--- config.mk ---
export PLATFORM = sky130hd
export DESIGN_NAME = eject_sched
export DESIGN_NICKNAME = d
export VERILOG_FILES = /design/src/rtl/eject_sched_pkg.sv /design/src/rtl/lfsr16.sv /design/src/rtl/eject_sched.sv
export SDC_FILE = /design/constraint.sdc
export NUM_CORES = 1
export LEC_CHECK = 0
export BUFFER_PORTS_ARGS = -buffer_cell sky130_fd_sc_hd__clkbuf_2
export CAP_MARGIN = 20
export CORE_ASPECT_RATIO = 1.5
export CORE_MARGIN = 2
export CORE_UTILIZATION = 50
export CTS_CLUSTER_SIZE = 30
export DETAILED_ROUTE_END_ITERATION = 6
export PLACE_DENSITY = 0.73
export SYNTH_ARGS = -nofsm -noshare
export SYNTH_HDL_FRONTEND = slang
export SYNTH_SLANG_ARGS = --single-unit
--- constraint.sdc ---
create_clock -name clk -period 3.3 [get_ports clk]
set_clock_uncertainty 0.05 [all_clocks]
set_input_delay 0.495 -clock clk [delete_from_list [all_inputs] [get_ports clk]]
set_output_delay 0.495 -clock clk [all_outputs]
set_load 0.005 [all_outputs]
--- src/rtl/eject_sched_pkg.sv ---
// Shared NoC constants for the ejection scheduler: golden-ID defaults,
// the default-sized golden-ID record and the LFSR feedback tap mask.
package eject_sched_pkg;

   localparam int NUM_NODE_DEF = 16;
   localparam int NUM_SEQ_DEF  = 8;

   // Right-shifting Fibonacci form: taps 16,14,13,11 map to state bits 0,2,3,5.
   localparam logic [15:0] LFSR_TAPS = 16'h002D;

   typedef struct packed {
      logic [$clog2(NUM_NODE_DEF)-1:0] node;
      logic [$clog2(NUM_SEQ_DEF)-1:0]  seq;
   } gold_id_t;

endpackage

--- src/rtl/lfsr16.sv ---
// 16-bit Fibonacci LFSR advancing every cycle; loads seed while reset is high.
module lfsr16
   import eject_sched_pkg::*;
(
   input  logic        clk,
   input  logic        reset,
   input  logic [15:0] seed,
   output logic [15:0] state
);

   logic [15:0] state_q;
   logic [15:0] state_d;

   always_comb begin
      state_d = {^(state_q & LFSR_TAPS), state_q[15:1]};
   end

   always_ff @(posedge clk or posedge reset) begin
      if (reset) state_q <= seed;
      else       state_q <= state_d;
   end

   assign state = state_q;

endmodule

--- src/rtl/eject_sched.sv ---
// Ejection-stage sequencer: random arbitration value, silver pick, golden-ID epochs.
// Credit gating of ejection is built only when EJECT_CREDIT_EN is defined.
module eject_sched
   import eject_sched_pkg::*;
#(
   parameter int          NUM_NODE   = NUM_NODE_DEF,
   parameter int          NUM_SEQ    = NUM_SEQ_DEF,
   parameter int          GOLD_EPOCH = 64,
   parameter int          EJ_DEPTH   = 4,
   parameter logic [15:0] LFSR_SEED  = 16'hACE1
) (
   input  logic                        clk,
   input  logic                        reset,
   input  logic [3:0]                  vld_vec,
   input  logic [3:0]                  gold_vec,
   input  logic                        eject_fire,
   input  logic                        credit_ret,
   output logic [1:0]                  rand_num,
   output logic [3:0]                  silver_vec,
   output logic                        eject_en,
   output logic [$clog2(NUM_NODE)-1:0] golden_node,
   output logic [$clog2(NUM_SEQ)-1:0]  golden_seq,
   output logic                        epoch_start,
   output logic                        err_credit
);

   localparam int NODE_W = $clog2(NUM_NODE);
   localparam int SEQ_W  = $clog2(NUM_SEQ);
   localparam int EP_W   = $clog2(GOLD_EPOCH);

   localparam logic [NODE_W-1:0] NODE_LAST = NODE_W'(NUM_NODE - 1);
   localparam logic [SEQ_W-1:0]  SEQ_LAST  = SEQ_W'(NUM_SEQ - 1);
   localparam logic [EP_W-1:0]   EP_LAST   = EP_W'(GOLD_EPOCH - 1);

   logic [15:0] lfsr_state;

   lfsr16 u_lfsr (
      .clk   (clk),
      .reset (reset),
      .seed  (LFSR_SEED),
      .state (lfsr_state)
   );

   // The LFSR state is itself a flop, so its low bits are the registered value.
   assign rand_num = lfsr_state[1:0];
   logic unused_lfsr;
   assign unused_lfsr = ^lfsr_state[15:2];

   logic [3:0] qual;
   generate
      for (genvar gi = 0; gi < 4; gi++) begin : g_qual
         assign qual[gi] = vld_vec[gi] & ~gold_vec[gi];
      end
   endgenerate

   logic       found;
   logic [1:0] idx;

   always_comb begin
      silver_vec = '0;
      found      = 1'b0;
      idx        = rand_num;
      for (int i = 0; i < 4; i++) begin
         idx = rand_num + 2'(i);
         if (!found && qual[idx]) begin
            silver_vec[idx] = 1'b1;
            found           = 1'b1;
         end
      end
   end

   logic [EP_W-1:0]   ep_cnt_q, ep_cnt_d;
   logic [NODE_W-1:0] node_q, node_d;
   logic [SEQ_W-1:0]  seq_q, seq_d;
   logic              epoch_start_q, epoch_start_d;
   logic              ep_wrap;

   always_comb begin
      ep_wrap       = (ep_cnt_q == EP_LAST);
      ep_cnt_d      = ep_wrap ? '0 : ep_cnt_q + 1'b1;
      epoch_start_d = ep_wrap;
      node_d        = node_q;
      seq_d         = seq_q;
      if (ep_wrap) begin
         if (seq_q == SEQ_LAST) begin
            seq_d  = '0;
            node_d = (node_q == NODE_LAST) ? '0 : node_q + 1'b1;
         end else begin
            seq_d = seq_q + 1'b1;
         end
      end
   end

   // epoch_start resets high: the first cycle out of reset opens an epoch.
   always_ff @(posedge clk or posedge reset) begin
      if (reset) begin
         ep_cnt_q      <= '0;
         node_q        <= '0;
         seq_q         <= '0;
         epoch_start_q <= 1'b1;
      end else begin
         ep_cnt_q      <= ep_cnt_d;
         node_q        <= node_d;
         seq_q         <= seq_d;
         epoch_start_q <= epoch_start_d;
      end
   end

   assign golden_node = node_q;
   assign golden_seq  = seq_q;
   assign epoch_start = epoch_start_q;

`ifdef EJECT_CREDIT_EN
   localparam int              CR_W   = $clog2(EJ_DEPTH + 1);
   localparam logic [CR_W-1:0] CR_MAX = CR_W'(EJ_DEPTH);

   logic [CR_W-1:0] cr_q, cr_d;
   logic            err_q, err_d;

   always_comb begin
      cr_d  = cr_q;
      err_d = err_q;
      case ({eject_fire, credit_ret})
         2'b10: begin
            if (cr_q == '0) err_d = 1'b1;
            else            cr_d  = cr_q - 1'b1;
         end
         2'b01: begin
            if (cr_q == CR_MAX) err_d = 1'b1;
            else                cr_d  = cr_q + 1'b1;
         end
         default: ;
      endcase
   end

   always_ff @(posedge clk or posedge reset) begin
      if (reset) begin
         cr_q  <= CR_MAX;
         err_q <= 1'b0;
      end else begin
         cr_q  <= cr_d;
         err_q <= err_d;
      end
   end

   assign eject_en   = (cr_q != '0);
   assign err_credit = err_q;
`else
   logic unused_credit;
   assign unused_credit = eject_fire ^ credit_ret;
   assign eject_en      = 1'b1;
   assign err_credit    = 1'b0;
`endif

endmodule

==> results.yml <==
power:
  p_leak_nw: 0.8386
  power.net_switching_mw: 0.1488
  max-vdd-ir-drop_uv: 322.9
  power_density_nw_per_um2: 408.3
  combPwrFrac_pct: 5.6
  pwr-share-seq_pct: 52.5
  clkPwrFrac_pct: 41.9
  switching_share_pct: 21.19
  internal_power_mw: 0.5532
  power_mw: 0.7020
yosys:
  yosysSeqAreaShare_pct: 52.45
  synth_cell_types: 29
  yosysMostFrequentCell: "dfrtp_1"
  syn_avg_cell_area_sq_um: 11.91
  ys_ff_latch: 30
  synth.yosys.warnings: 0
  synth_edf_count: 0
  yosys.area.top_type: "dfrtp_1"
  synth_cells: 122
  yosysTopAreaCellShare_pct: 36.18
  synth_nets: 145
  synth_commonest_cells: "dfrtp_1 (21), nand3_1 (14), ha_1 (11), inv_1 (10), dfstp_2 (9)"
  netlist_area_sq_um: 1453
  synthTopCellsByArea: "dfrtp_1 (36%), dfstp_2 (16%), ha_1 (9.5%)"
  synth-async-reset-ratio_pct: 100.0
  synth-main-ff-cell: "dfrtp_1"
clocking:
  h-tree-depth: 2
  cts_buffers: 5
  clockRootBuffer: "clkbuf_8"
  post_cts_resized: 0
  clk_latency_ps: 280
  clock-sinks: 30
  cts_buffer_depth: 2
  clk_pin_slew_ps: 60
  post_cts_buffers: 0
  ctsHoldBuffers: 0
  cts_tree: "yes"
setup_path:
  startpoint_type: "flop"
  required_ps: 2750
  crit_path_end: "silver_vec[0]"
  endpoint_kind: "output port"
  worstSetupPathType: "reg -> out"
  r2r-start: "ep_cnt_q[0]$_DFF_PP0_"
  critPathSlowestCell: "dfstp_2"
  cp_cell_sequence: "inv_1 -> ha_1 -> or3_1 -> a2111oi_2 -> a41oi_1 -> o221ai_1 -> clkbuf_2"
  cp_max_fo: 5
  r2r_cells: 5
  rrSetupSlack_ps: 1590
  crit_family: "compound AO/OA/AOI/OAI gates"
  max_stage_delay_ps: 520
  critPathBufInv: 2
  startpoint: "u_lfsr.state[0]$_DFF_PP1_"
  crit_arrival_ps: 2610
  r2r-end: "golden_node[0]$_DFFE_PP0P_"
  worst-path-stages: 7
placed_design:
  place_hpwl_mm: 1.770
  portBuffers: 23
  gp_congestion: 0.7095
run_status:
  status: "completed"
job:
  max_cap_violations: 0
drt:
  via_per_inst: 5.153
  wire_per_inst_microns: 12.39
  ant_nets: 0
  drtIter0Drc: 18
  drc: 0
  drt_wl_total_mm: 2.355
  dr_total_vias: 979
  drt_pass1_iterations: 4
floorplanning:
  std_cell_rows: 24
  die_w_microns: 48.01
  core_region_area_sq_um: 2853
  fp.dieH_microns: 70.02
  dieArea_sq_um: 3361
  initial_core_util_pct: 50.92
  io_pins: 28
sta:
  timing.hold.ws_ps: 285.4
  finalSetupTns_ps: 0
  rsz0062_at_grt: "false"
  drv_slew: 0
  min_period_ps: 3156
  period_share_pct: 95.63
  hold_violations: 0
  fmax_ghz: 0.3169
  finalSetupViolCount: 0
finish:
  layout-drive-gt1-share_pct: 34.44
  antenna_cells: 0
  finish.utilization_pct: 60.26
  final_nets: 173
  syn_to_final_growth_pct: 18.35
min_path:
  hp-class: "in -> async"
global_route:
  grt_pass1_vias: 951
  overflow: 0
  grt_pass1_wl_mm: 3.933
  grt_max_degree: 31
  use_met1_pct: 18.76
  grt_usage_pct: 16.67
  grt-busiest-layer: "met2"
  grtUsageMet2_pct: 27.26
  antenna_found_initial: 0
  use_met3_pct: 3.876
-- state kept, by name, indices dropped and copies added (netlist names) --
| name | cells |
|---|---|
| ep_cnt_q | 6 |
| epoch_start | 1 |
| golden_node | 4 |
| golden_seq | 3 |
| u_lfsr.state | 16 |
-- power by group through the flow --
stage / sequential, mW / combinational [mW] / clock, mW
after floorplan: 0.375 / 0.0243 / 0
after global placement: 0.375 / 0.0342 / 0
after detailed placement: 0.375 / 0.0355 / 0
after CTS: 0.368 / 0.0355 / 0.307
after global routing: 0.368 / 0.0444 / 0.327
final: 0.369 / 0.0392 / 0.294
-- worst min path at each step --
stage / startpoint / cells after the start / endpoint / slack (ps)
6_report: reset / 2 / u_lfsr.state[7]$_DFF_PP1_ / 290
5_1_grt: reset / 2 / u_lfsr.state[7]$_DFF_PP1_ / 290
4_1_cts: u_lfsr.state[9]$_DFF_PP0_ / 0 / u_lfsr.state[8]$_DFF_PP0_ / 300
3_5_place_dp: u_lfsr.state[14]$_DFF_PP0_ / 0 / u_lfsr.state[13]$_DFF_PP1_ / 290
3_3_place_gp: u_lfsr.state[4]$_DFF_PP0_ / 0 / u_lfsr.state[3]$_DFF_PP0_ / 290
2_1_floorplan: u_lfsr.state[4]$_DFF_PP0_ / 0 / u_lfsr.state[3]$_DFF_PP0_ / 280
-- layer usage --
metal	vias to the layer above	routed length (microns)
li1	476	-
met1	476	970
met2	21	1273
met4	0	53
met5	-	0
met3	6	58
-- area by class of cell --
class / instances / area, sq um
flip-flops and latches: 30 / 762.0
fillers: 258 / 1134
inverters: 10 / 37.54
clock buffers: 6 / 82.58
well taps: 39 / 48.80
clock inverters: 2 / 12.51
multi-input cells: 77 / 618.1
repair buffers: 26 / 157.7
-- cell families (layout without fill, tap and decap cells) --
kind of cell / count (synthesis) / in the layout / share of synthesized area (%)
buffers and inverters: 15 / 44 / 4.996
XOR/XNOR: 8 / 8 / 4.823
AO/OA/AOI/OAI: 16 / 16 / 8.785
AND/OR/NAND/NOR: 34 / 34 / 12.75
adder cells (fa/ha/maj): 11 / 11 / 9.474
multiplexers: 6 / 6 / 6.201
flip-flops: 30 / 30 / 52.45
other: 2 / 2 / 0.5170
-- per-stage QoR --
step	std cells	setup WS, ps	area [sq um]
detailed placement	181	453.1	1597
CTS	189	140.1	1692
finish	190	144.3	1719
global placement	181	528.8	1597
global route	190	7.168	1719
floorplan	122	580.6	1453
-- cells in the final DEF (no fill, tap or decap), drive strengths merged, types with 2 or more instances in the layout --
cell type  synthesis  layout
clkbuf             0      29
inv               10      10
mux2               4       4
and3               2       2
dfstp              9       9
nand2b             4       4
nor2b              4       4
dfrtp             21      21
conb               2       2
xor2               4       4
ha                11      11
nand3             14      14
mux4               2       2
xnor2              4       4
o221ai             4       4
o21ai              2       2
nand2              3       3
nor2               5       5
buf                5       3
a22oi              4       4
Note: power is estimated with default switching activity, not from simulation.
